File: config.mk
export PLATFORM = sky130hd
export DESIGN_NAME = insn_fetch_ctrl
export DESIGN_NICKNAME = d
export VERILOG_FILES = /design/src/rtl/insn_fetch_ctrl.sv
export SDC_FILE = /design/constraint.sdc
export NUM_CORES = 1
export LEC_CHECK = 0
export BUFFER_PORTS_ARGS = -buffer_cell sky130_fd_sc_hd__buf_2
export CORE_MARGIN = 2
export CORE_UTILIZATION = 35
export CTS_BUF_LIST = sky130_fd_sc_hd__clkbuf_4
export CTS_CLUSTER_SIZE = 20
export DETAILED_ROUTE_END_ITERATION = 8
export GPL_TIMING_DRIVEN = 0
export PLACE_DENSITY = 0.57
export SETUP_SLACK_MARGIN = 0.3
export SYNTH_ARGS = -nofsm -noshare
export SYNTH_HDL_FRONTEND = slang
export SYNTH_SLANG_ARGS = --single-unit
File: constraint.sdc
create_clock -name clk -period 5.7 [get_ports clk]
set_input_delay 0.57 -clock clk [delete_from_list [all_inputs] [get_ports clk]]
set_output_delay 0.57 -clock clk [all_outputs]
set_load 0.01 [all_outputs]
File: src/rtl/insn_fetch_ctrl.sv
// Fetch sequencer: owns the PC, issues credit-limited reads, buffers returned words with their PC for decode.
// Latency: request cycle N -> out_valid in cycle N+2. Backpressure: issue stalls when occupancy+inflight reaches FIFO_DEPTH.
module insn_fetch_ctrl #(
    parameter int                    ADDR_WIDTH = 32,
    parameter int                    INSN_WIDTH = 32,
    parameter logic [ADDR_WIDTH-1:0] RESET_PC   = '0,
    parameter int                    FIFO_DEPTH = 2
) (
    input  logic                  clk,
    input  logic                  rst_n,
    output logic                  mem_req,
    output logic [ADDR_WIDTH-1:0] mem_addr,
    input  logic [INSN_WIDTH-1:0] mem_rdata,
    input  logic                  redirect_valid,
    input  logic [ADDR_WIDTH-1:0] redirect_pc,
    output logic                  out_valid,
    input  logic                  out_ready,
    output logic [INSN_WIDTH-1:0] out_insn,
    output logic [ADDR_WIDTH-1:0] out_pc
);

    localparam int PW = (FIFO_DEPTH > 1) ? $clog2(FIFO_DEPTH) : 1;
    localparam int CW = PW + 1;

    typedef enum logic [1:0] {
        S_BOOT  = 2'd0,
        S_RUN   = 2'd1,
        S_FLUSH = 2'd2
    } state_t;

    state_t                r_state;
    state_t                w_state_nxt;
    logic [ADDR_WIDTH-1:0] r_pc;
    logic [ADDR_WIDTH-1:0] r_tag;
    logic                  r_inflight;
    logic [CW-1:0]         r_count;
    logic [PW-1:0]         r_rd_ptr;
    logic [PW-1:0]         r_wr_ptr;
    logic [INSN_WIDTH-1:0] r_fifo_insn [FIFO_DEPTH];
    logic [ADDR_WIDTH-1:0] r_fifo_pc   [FIFO_DEPTH];

    logic                  w_flush;
    logic                  w_credit;
    logic                  w_issue;
    logic                  w_push;
    logic                  w_pop;
    logic [ADDR_WIDTH-1:0] w_redir_pc;

    // Credit uses registered occupancy, so a same-cycle pop never frees a slot early.
    assign w_credit   = (int'(r_count) + int'(r_inflight)) < FIFO_DEPTH;
    assign w_flush    = redirect_valid && (r_state != S_BOOT);
    assign w_issue    = (r_state == S_RUN) && !redirect_valid && w_credit;
    assign w_push     = r_inflight && !w_flush;
    assign w_pop      = (r_count != '0) && out_ready;
    assign w_redir_pc = redirect_pc & ~ADDR_WIDTH'(3);

    assign mem_req    = w_issue;
    assign mem_addr   = r_pc;
    assign out_valid  = (r_count != '0);
    assign out_insn   = r_fifo_insn[r_rd_ptr];
    assign out_pc     = r_fifo_pc[r_rd_ptr];

    always_comb begin
        w_state_nxt = r_state;
        case (r_state)
            S_BOOT:  w_state_nxt = S_RUN;
            S_RUN:   w_state_nxt = redirect_valid ? S_FLUSH : S_RUN;
            S_FLUSH: w_state_nxt = redirect_valid ? S_FLUSH : S_RUN;
            default: w_state_nxt = S_BOOT;
        endcase
    end

    always_ff @(posedge clk or negedge rst_n) begin
        if (!rst_n) begin
            r_state    <= S_BOOT;
            r_pc       <= RESET_PC;
            r_tag      <= '0;
            r_inflight <= 1'b0;
        end else begin
            r_state    <= w_state_nxt;
            r_inflight <= w_issue;
            if (w_issue) begin
                r_tag <= r_pc;
            end
            if (redirect_valid) begin
                r_pc <= w_redir_pc;
            end else if (w_issue) begin
                r_pc <= r_pc + ADDR_WIDTH'(4);
            end
        end
    end

    always_ff @(posedge clk or negedge rst_n) begin
        if (!rst_n) begin
            r_count  <= '0;
            r_rd_ptr <= '0;
            r_wr_ptr <= '0;
            for (int i = 0; i < FIFO_DEPTH; i++) begin
                r_fifo_insn[i] <= '0;
                r_fifo_pc[i]   <= '0;
            end
        end else if (w_flush) begin
            r_count  <= '0;
            r_rd_ptr <= '0;
            r_wr_ptr <= '0;
        end else begin
            if (w_push) begin
                r_fifo_insn[r_wr_ptr] <= mem_rdata;
                r_fifo_pc[r_wr_ptr]   <= r_tag;
                r_wr_ptr              <= r_wr_ptr + PW'(1);
            end
            if (w_pop) begin
                r_rd_ptr <= r_rd_ptr + PW'(1);
            end
            case ({w_push, w_pop})
                2'b10:   r_count <= r_count + CW'(1);
                2'b01:   r_count <= r_count - CW'(1);
                default: r_count <= r_count;
            endcase
        end
    end

endmodule

==> results.cfg, run 1 <==
[logic_synthesis]
ys_seq_elements = 191
ys_seq_area_share_pct = 54.5
yosysUniqueCellTypes = 45
synth_cells = 670
syn_area_um2 = 8770
synth_top_area_share_pct = 54.5
synth_area_leaders = dfrtp_1 (55%), mux2_2 (27%), nand4_1 (1.4%), buf_2 (1.4%), nand2_1 (1.2%)
avgSynthCellArea_um2 = 13.1
yosys.area.top_type = dfrtp_1
ys_warn_count = 0

[outcome]
outcome = finished, final reports clean

[setup_path]
end_kind = output pin
path_delay_family = buffers and inverters
worst_path_max_delay_cell = clkbuf_1
crit_type = flip-flop to output pin
cp_num_cells = 4
cpPeakStageDelay_ns = 0.64
crit_chain = clkbuf_1 -> clkbuf_1 -> mux2_2 -> buf_2
critPathArrivalTime_ns = 2.56
path_buf_inv = 3
cpMostUsedCell = clkbuf_1
cp.required_ns = 5.13
startpoint_type = flip-flop
path_max_fanout = 10
reg2regPathDepth = 7

[power]
p_switching_mw = 1.74
pwr-share-seq_pct = 44.1
power_density_nw_per_um2 = 493
p_int_mw = 3.37
swShare_pct = 34.1
ir_drop_v = 0.000163
p_leak_nw = 4.64
pwr-share-comb_pct = 39.1
clockPowerShare_pct = 16.8

[sta]
min_period_over_period_pct = 54.9
maxSlewViolCount = 0
worstMarginPinSlew_ns = 0.766
setup_viol = 0
rsz0062_at_grt = no
hold_viol = 0
post-route-min-period_ns = 3.13
holdWs_ns = 0.182
relSlewSlack_pct = 49.0
max_freq_mhz = 320
fin_worst_skew_ns = 0.0370
fin_setup_tns_ns = 0

[cells_and_area]
syn_to_final_growth_pct = 18.4
fin_area_um2 = 10400
fin_nets = 925
drive_gt1_share_pct = 51.0
final_cells = 1191

[clock_network]
cts_setup_buffers = 0
cts_max_level = 4
clk_pin_slew_ns = 0.19
clk_path_buf_depth = 2
clkSinkCount = 191
clock_latency_ns = 0.58
cts_tree = yes
cts_buffers = 17
cts_root_buf = clkbuf_4

[hold_path]
min_path_type = input pin to flip-flop
holdPathStages = 3

[detailed_routing]
detail-route-antenna-nets = 0
drt_iter0_drc = 292
wl_per_cell_um = 17.7
vias = 5999
avgViaCountPerCell = 5.04
route.detailed.drc = 0
totalWireLength_um = 21100
drt_pre_antenna_iters = 5

[floorplan]
die_w_um = 162
num_rows = 57
start_util_pct = 35.8
die_y_um = 162
ios = 166
die-area_um2 = 26300
core_um2 = 24500

[place]
numPortBuffers = 159
dpl.cell_count = 1157
gp_congestion = 0.810
hpwlAfterDp_um = 14800
place_area_um2 = 10000

[grt]
grt_use_total_pct = 16.5
grt_pass1_vias = 5978
grt_pass1_wl_um = 33700
grt_antenna_before_repair = 1
gr-total-overflow = 0
grt_max_degree = 103

[run]
cap_violations = 0
[through the flow]
| stage | setup slack (ns) | util [%] | total power, mW |
|---|---|---|---|
| 2_1_floorplan | 3.75 | - | 3.60 |
| 3_3_place_gp | 0.752 | 40.8 | 4.29 |
| 3_5_place_dp | 2.90 | 41.0 | 4.34 |
| 4_1_cts | 2.38 | 42.4 | 5.21 |
| 5_1_grt | 2.30 | 42.4 | 5.50 |
| 6_report | 2.57 | 42.4 | 5.12 |
[kinds of logic (layout without fill, tap and decap cells)]
family	after synthesis	in the layout	synth area share, %
compound gates	57	57	4.77
xor+xnor	11	11	1.10
fa+ha+maj	4	4	0.571
buf+inv	55	248	2.95
flops	191	191	54.5
mux	215	215	27.6
other cells	1	5	0.0428
simple gates	136	136	8.49
[layout by cell type (no fill, tap or decap), types with 9 or more instances in the layout]
master	count
dfrtp_1	191
nor2b_1	9
o31ai_1	10
nand2_1	29
nand3_1	21
o21ai_0	14
mux2_2	213
clkbuf_1	17
clkbuf_4	18
nor2_1	21
nand4_1	20
buf_2	182
[Yosys cell counts (all sizes together)]
master / number
o41a: 3
o31a: 2
a221o: 3
or4: 5
conb: 1
nor3b: 4
nor4b: 2
o311ai: 8
inv: 7
dfrtp: 191
nor3: 3
mux2: 213
nor2: 21
and4b: 1
nand2: 29
a22oi: 4
buf: 31
and2: 2
nor4: 4
and3: 3
nor2b: 9
a2111oi: 1
clkbuf: 17
o31ai: 10
a311o: 1
o211ai: 1
and4: 5
o21ai: 14
ha: 4
xor2: 7
a21oi: 5
xnor2: 4
a31oi: 5
mux2i: 2
nand3: 22
nand4: 22
or2: 4
[routing by layer]
layer  GRT usage [%]  wire, µm  vias up
met4            3.70       172        0
li1                -         -     2815
met3            3.12      1120       12
met1            23.5      9970     2971
met2            26.2      9860      201
met5               0         0        -
[sequential cells by signal (all words and copies together) (netlist names)]
register     cells
mem_addr        30
r_inflight       1
r_count          2
r_state          2
r_fifo_insn     64
r_tag           30
r_rd_ptr         1
r_fifo_pc       60
r_wr_ptr         1
[what timing repair did]
action / 4_1_cts / 5_1_grt
hold buffers: 1 / 0
setup endpoints to repair: 0 / 0
resized for setup: 0 / 0
endpoints found under the hold margin: 57 / 0
[power by group through the flow]
stage / combinational (mW) / sequential [mW] / clock [mW]
2_1_floorplan: 1.41 / 2.19 / 0
3_3_place_gp: 2.01 / 2.28 / 0
3_5_place_dp: 2.04 / 2.29 / 0
4_1_cts: 2.05 / 2.26 / 0.901
5_1_grt: 2.20 / 2.34 / 0.957
6_report: 2.00 / 2.25 / 0.861
[path summary, 6_finish.rpt]
path	startpoint	to	slack (ns)
worst max-delay path	r_rd_ptr	out_pc[25]	2.57
worst min-delay path	redirect_pc[10]	mem_addr[10]	0.18
worst max register to register	r_state[0]	r_fifo_insn[34]	3.27
worst min register to register	r_fifo_pc[20]	r_fifo_pc[20]	0.52
max in group asynchronous	rst_n	r_fifo_insn[38]	4.16
min in group asynchronous	rst_n	r_fifo_pc[7]	0.55
[cell type report]
| cell class | count | area (µm²) |
|---|---|---|
| antenna | 1 | 2.50 |
| tap | 324 | 405 |
| buffer | 48 | 233 |
| clock inverter | 14 | 214 |
| sequential | 191 | 4780 |
| timing repair buffer | 161 | 843 |
| multi-input combinational | 427 | 3740 |
| inverter | 7 | 26.3 |
| clock buffer | 18 | 135 |
| fill | 2340 | 14100 |
[worst min-delay path, stage by stage]
cell and delay, ns:
buf_2 0.07, nand2_1 0.04, o21ai_0 0.06
(Power assumes the default switching activity.)
==> inputs of run 2 (changes only) <==
- clock period: 5.7 -> 3.14 ns (I/O delays scaled with it)
==> run 2 against run 1 <==
Against the previous run:
- via count grew 3.9%
- clock power up 81%
- flip-flop and latch count stayed put
- hold slack worse by 0.0047 ns
- cell count increased by 5.3%
- cell area up 6.3%
- sequential power increased by 82%
- non-clock buffer count grew 63
- die area stayed put
- critical path type unchanged
- critical endpoint is now mem_req
- largest cell class unchanged
- largest power group unchanged
==> results.cfg, run 2 (synthesized netlist as in run 1, its figures left out) <==
[outcome]
outcome = finished, final reports clean

[detailed_routing]
vias = 6234
drt_iter0_drc = 324
route.detailed.drc = 0
avgViaCountPerCell = 4.97
drt_pre_antenna_iters = 5
totalWireLength_um = 21600
detail-route-antenna-nets = 0
wl_per_cell_um = 17.2

[place]
hpwlAfterDp_um = 14800
numPortBuffers = 159
place_area_um2 = 10000
gp_congestion = 0.810
dp_slack_ns = 0.685

[sta]
maxSlewViolCount = 0
max_freq_mhz = 380
relSlewSlack_pct = 53.6
rsz0062_at_grt = no
hold_viol = 0
worstMarginPinSlew_ns = 0.696
holdWs_ns = 0.177
postLayoutSetupSlackWorst_ns = 0.505
fin_worst_skew_ns = 0.0364
post-route-min-period_ns = 2.63
setup_viol = 0
min_period_over_period_pct = 83.9
fin_setup_tns_ns = 0

[clock_network]
cts_root_buf = clkbuf_4
cts_buffers = 17
cts_setup_buffers = 0
cts_tree = yes
clk_pin_slew_ns = 0.17
cts_max_level = 4
clkSinkCount = 191
clock_latency_ns = 0.58
clk_path_buf_depth = 2

[cells_and_area]
reg.largest.list = r_fifo_insn x64, r_fifo_pc x60
layout_commonest_cell = mux2_2
fin_area_um2 = 11000
drive_gt1_share_pct = 48.3
syn_to_final_growth_pct = 25.8
fin_nets = 988
regMostFlops = r_fifo_insn
postLayoutCoreUtil_pct = 45.1
fill_cells = 2269
layout_common_cells = mux2_2 (213), dfrtp_1 (191), buf_2 (181)
largest_register_ff_count = 64

[hold_path]
min_path_type = input pin to flip-flop
holdPathStages = 4
hold_path_end = mem_addr[31]
min_from = redirect_valid

[floorplan]
num_rows = 57
core_um2 = 24500
die_y_um = 162
start_util_pct = 35.8
ios = 166
die_w_um = 162
die-area_um2 = 26300

[grt]
grt_pass1_wl_um = 34400
met2_usage_pct = 26.9
met3_usage_pct = 3.09
gr-total-overflow = 0
busiest_layer = met2
grt_max_degree = 103
grt_antenna_before_repair = 1
grtUsageMet1_pct = 23.6
grt_use_total_pct = 16.7
grt_pass1_vias = 6206

[setup_path]
path_max_fanout = 10
crit_type = flip-flop to output pin
r2r_setup_slack_ns = 0.71
cp.required_ns = 2.83
rr_endpoint = r_fifo_insn[34]
end_kind = output pin
reg2regPathDepth = 7
critPathArrivalTime_ns = 2.32
startpoint_type = flip-flop
reg2reg_from = r_state[0]

[power]
clockPowerShare_pct = 16.7
ir_drop_v = 0.000296
pwr-share-seq_pct = 43.7
pwr-share-comb_pct = 39.7
power_density_nw_per_um2 = 850
p_int_mw = 6.18
swShare_pct = 34.1
p_switching_mw = 3.19
p_leak_nw = 4.93

[run]
cap_violations = 0
run 2: changes by cell type in the layout (fill, tap and decap cells not counted), sizes merged:
cell / before / now
dlygate4sd3: 1 / 64
run 2: power groups by stage:
stage	Sequential [mW]	Clock, mW	Combinational, mW
after global routing	4.25	1.74	4.07
final	4.09	1.56	3.72
after CTS	4.10	1.64	3.80
after floorplan	3.97	0	2.56
after global placement	4.13	0	3.65
after detailed placement	4.16	0	3.71
run 2: timing repair:
item / CTS / global route
hold buffers: 64 / 0
resized for setup: 7 / 3
endpoints found under the setup margin: 60 / 4
pin swaps: 0 / 0
hold endpoints to repair: 184 / 0
run 2: how the worst max path moves through the flow:
stage,from,end,slack [ns],cells after the start
6_report,r_inflight,mem_req,0.51,7
5_1_grt,r_inflight,mem_req,0.32,7
3_3_place_gp,rst_n,r_fifo_insn[35],-1.55,1
2_1_floorplan,r_state[1],mem_addr[26],1.23,8
3_5_place_dp,r_state[0],r_fifo_insn[40],0.69,7
4_1_cts,r_inflight,mem_req,0.31,7
run 2: routing by layer:
metal	share of wire, %	up-vias
li1	-	2941
met1	48	3087
met2	47	193
met3	4.8	13
met4	0.89	0
met5	0	-
run 2: stage by stage:
step	instances	total power, mW
2_1_floorplan	673	6.54
3_3_place_gp	1156	7.78
3_5_place_dp	1157	7.87
4_1_cts	1253	9.53
5_1_grt	1254	10.1
6_report	1254	9.38
run 2: critical path, cell delays in order, from the launching register on:
cell     delay, ns
dfrtp_1       0.39
buf_2         0.16
a21oi_2       0.23
buf_2         0.29
nand3_4       0.18
buf_4         0.25
inv_1         0.11
buf_2         0.14
run 2: cell type report:
class / count / area [µm²] / share of cell area (%)
Antenna cell: 1 / 2.50 / 0.0227
Clock buffer: 18 / 135 / 1.23
Clock inverter: 14 / 214 / 1.94
Tap cell: 324 / 405 / 3.68
Multi-Input combinational cell: 427 / 3750 / 34.0
Buffer: 48 / 244 / 2.21
Inverter: 7 / 26.3 / 0.238
Timing Repair Buffer: 224 / 1470 / 13.4
Sequential cell: 191 / 4780 / 43.3
==> inputs of run 3 (changes only) <==
- ABC_AREA: not set -> 1
- PLACE_DENSITY: 0.57 -> 0.59
- clock period: 3.14 -> 2.41 ns (I/O delays scaled with it)
==> run 3 against run 2 <==
Against the previous run:
- sequential share of layout area fell by 1.2 points
- clock skew is 0.0035 ns lower
- cell count is 41% higher
- via count up 31%
- core utilization down 0.076 points
- synthesized cell count is 75% higher
- highest routed layer unchanged
==> results.cfg, run 3 <==
[sta]
relSlewSlack_pct = 51.8
post-route-min-period_ns = 2.00
worstMarginPinSlew_ns = 0.724
maxSlewViolCount = 0
holdWs_ns = 0.0887
setup_viol = 0
min_period_over_period_pct = 83.2
rsz0062_at_grt = yes
max_freq_mhz = 499
hold_viol = 0
postLayoutSetupSlackWorst_ns = 0.405
fin_worst_skew_ns = 0.0329

[detailed_routing]
detail-route-antenna-nets = 0
drt_iter0_drc = 598
drt_pre_antenna_iters = 6
route.detailed.drc = 0
wl_per_cell_um = 14.3
avgViaCountPerCell = 4.63
vias = 8164
totalWireLength_um = 25300

[logic_synthesis]
ys_dominant_reg_cell = dfrtp_1
yosysUniqueCellTypes = 28
ys_seq_area_share_pct = 53.3
synth_edf_count = 0
avgSynthCellArea_um2 = 7.67
async_reset_ff_share_pct = 100
yosys.area.top_type = dfrtp_1
yosysMostFrequentCell = nand2_1
syn_area_um2 = 8970
ys_seq_elements = 191
synth_cells = 1170
synth_common_cells = nand2_1 (457), dfrtp_1 (191), inv_1 (127), o21ai_0 (117), nor2_1 (58)
ys_warn_count = 0
synth_top_area_share_pct = 53.3
synth_area_leaders = dfrtp_1 (53%), nand2_1 (19%), o21ai_0 (6.5%), inv_1 (5.3%), nand3_1 (2.8%)

[cells_and_area]
layout_common_cells = nand2_1 (455), dfrtp_1 (191), buf_2 (175)
fill_cells = 2583
regMostFlops = r_fifo_insn
multi_input_area_um2 = 3440
postLayoutCoreUtil_pct = 45.0
layout_commonest_cell = nand2_1
syn_to_final_growth_pct = 26.3
reg.largest.list = r_fifo_insn x64, r_fifo_pc x60
drive_gt1_share_pct = 17.6
fin_nets = 1493
largest_register_ff_count = 64
regArea_um2 = 4780

[floorplan]
ios = 166
start_util_pct = 35.6
die_y_um = 164
core_um2 = 25200
num_rows = 58
die-area_um2 = 26900
die_w_um = 164

[setup_path]
startpoint = r_state[1]
reg2reg_from = r_state[0]
r2r_setup_slack_ns = 0.49
critPathArrivalTime_ns = 1.76
rr_endpoint = r_fifo_pc[61]
crit_type = flip-flop to output pin
reg2regPathDepth = 11
path_max_fanout = 5
end_kind = output pin
startpoint_type = flip-flop
crit_path_end = mem_req
cp.required_ns = 2.17

[clock_network]
clk_path_buf_depth = 2
cts_max_level = 4
cts_buffers = 17
clock_latency_ns = 0.58
clk_pin_slew_ns = 0.16
clkSinkCount = 191
cts_root_buf = clkbuf_4
cts_tree = yes

[power]
pwr-share-comb_pct = 43.7
p_leak_nw = 5.95
power_density_nw_per_um2 = 1170
pwr-share-seq_pct = 41.4
swShare_pct = 42.3
clockPowerShare_pct = 14.9
p_int_mw = 7.63
ir_drop_v = 0.000469
design_power_total_mw = 13.2
p_switching_mw = 5.59

[grt]
met3_usage_pct = 2.75
grt_antenna_before_repair = 1
gr-total-overflow = 0
grt_use_total_pct = 19.6
grt_max_degree = 102
grtUsageMet1_pct = 27.6
met2_usage_pct = 32.0
grt_pass1_vias = 7884
busiest_layer = met2
grt_pass1_wl_um = 41200

[hold_path]
min_path_type = input pin to flip-flop

[place]
dp_slack_ns = 0.421
gp_congestion = 0.852
numPortBuffers = 159
hpwlAfterDp_um = 17600

[run]
cap_violations = 0

[outcome]
outcome = finished, final reports clean
run 3: cell count changes after synthesis, moves of 10 or more:
| cell | before | now |
|---|---|---|
| nand2_1 | 29 | 457 |
| mux2_2 | 213 | 0 |
| inv_1 | 7 | 127 |
| o21ai_0 | 14 | 117 |
| o21ai_1 | 0 | 47 |
| nor2_1 | 21 | 58 |
| nand3_1 | 21 | 51 |
| nand4_1 | 20 | 4 |
| a21oi_1 | 4 | 17 |
| clkbuf_1 | 17 | 28 |
| nor3_1 | 3 | 13 |
| o31ai_1 | 10 | 0 |
run 3: per-layer routing:
layer  vias to the layer above  share of wire [%]
met5                         -                  0
met4                         0                1.1
met2                       221                 46
li1                       4137                  -
met1                      3784                 48
met3                        22                4.5
run 3: stage by stage:
step	TNS [ns]	area [µm²]	cells
after detailed placement	0	10200	1663
after global placement	-415.45	10200	1662
after global routing	0	11300	1765
final	0	11300	1765
after CTS	0	11300	1762
after floorplan	0	8980	1173
run 3: area by class of cell:
type	instances	share of cell area (%)
clock inverter	14	1.66
timing repair buffer	229	13.3
inverter	129	4.34
clock buffer	18	1.19
sequential	191	42.2
multi-input combinational	795	30.4
buffer	58	3.30
tap	330	3.64
antenna	1	0.0221
run 3: what timing repair did:
action                                 in CTS  in global routing
buffers inserted                            3                  2
hold buffers                               64                  0
setup endpoints to repair                  63                126
endpoints found under the hold margin     185                  0
resized for setup                          29                 19
pin swaps                                   1                  1
run 3: critical path: stages (launching register included):
cell and delay, ns:
dfrtp_1 0.40, inv_1 0.08, ha_2 0.22, nand2_4 0.09, nor2_4 0.16, buf_8 0.12, buf_2 0.12
run 3: how the worst min path moves through the flow:
stage,from,end,slack [ns],cells after the start
floorplan,rst_n,mem_addr[10],-0.05,0
global placement,redirect_pc[4],mem_addr[4],0.46,3
detailed placement,rst_n,r_fifo_insn[23],0.31,1
CTS,redirect_valid,r_state[0],0.02,4
global route,redirect_valid,mem_addr[3],0.05,4
finish,redirect_valid,mem_addr[3],0.09,4
run 3: cells by family (layout without fill, tap and decap cells):
family	count (synthesis)	in the layout	share of synthesized area, %
simple gates	591	591	26.0
compound gates	193	193	11.1
other cells	1	5	0.0418
flops	191	191	53.3
fa+ha+maj	4	4	0.558
xor+xnor	3	3	0.293
buf+inv	187	448	8.71
run 3: power by group through the flow:
stage	Clock, mW	Combinational, mW	Sequential, mW
2_1_floorplan	0	3.45	5.42
6_report	1.97	5.78	5.47
3_5_place_dp	0	5.57	5.53
5_1_grt	2.17	6.60	5.66
3_3_place_gp	0	5.46	5.50
4_1_cts	2.03	5.79	5.45
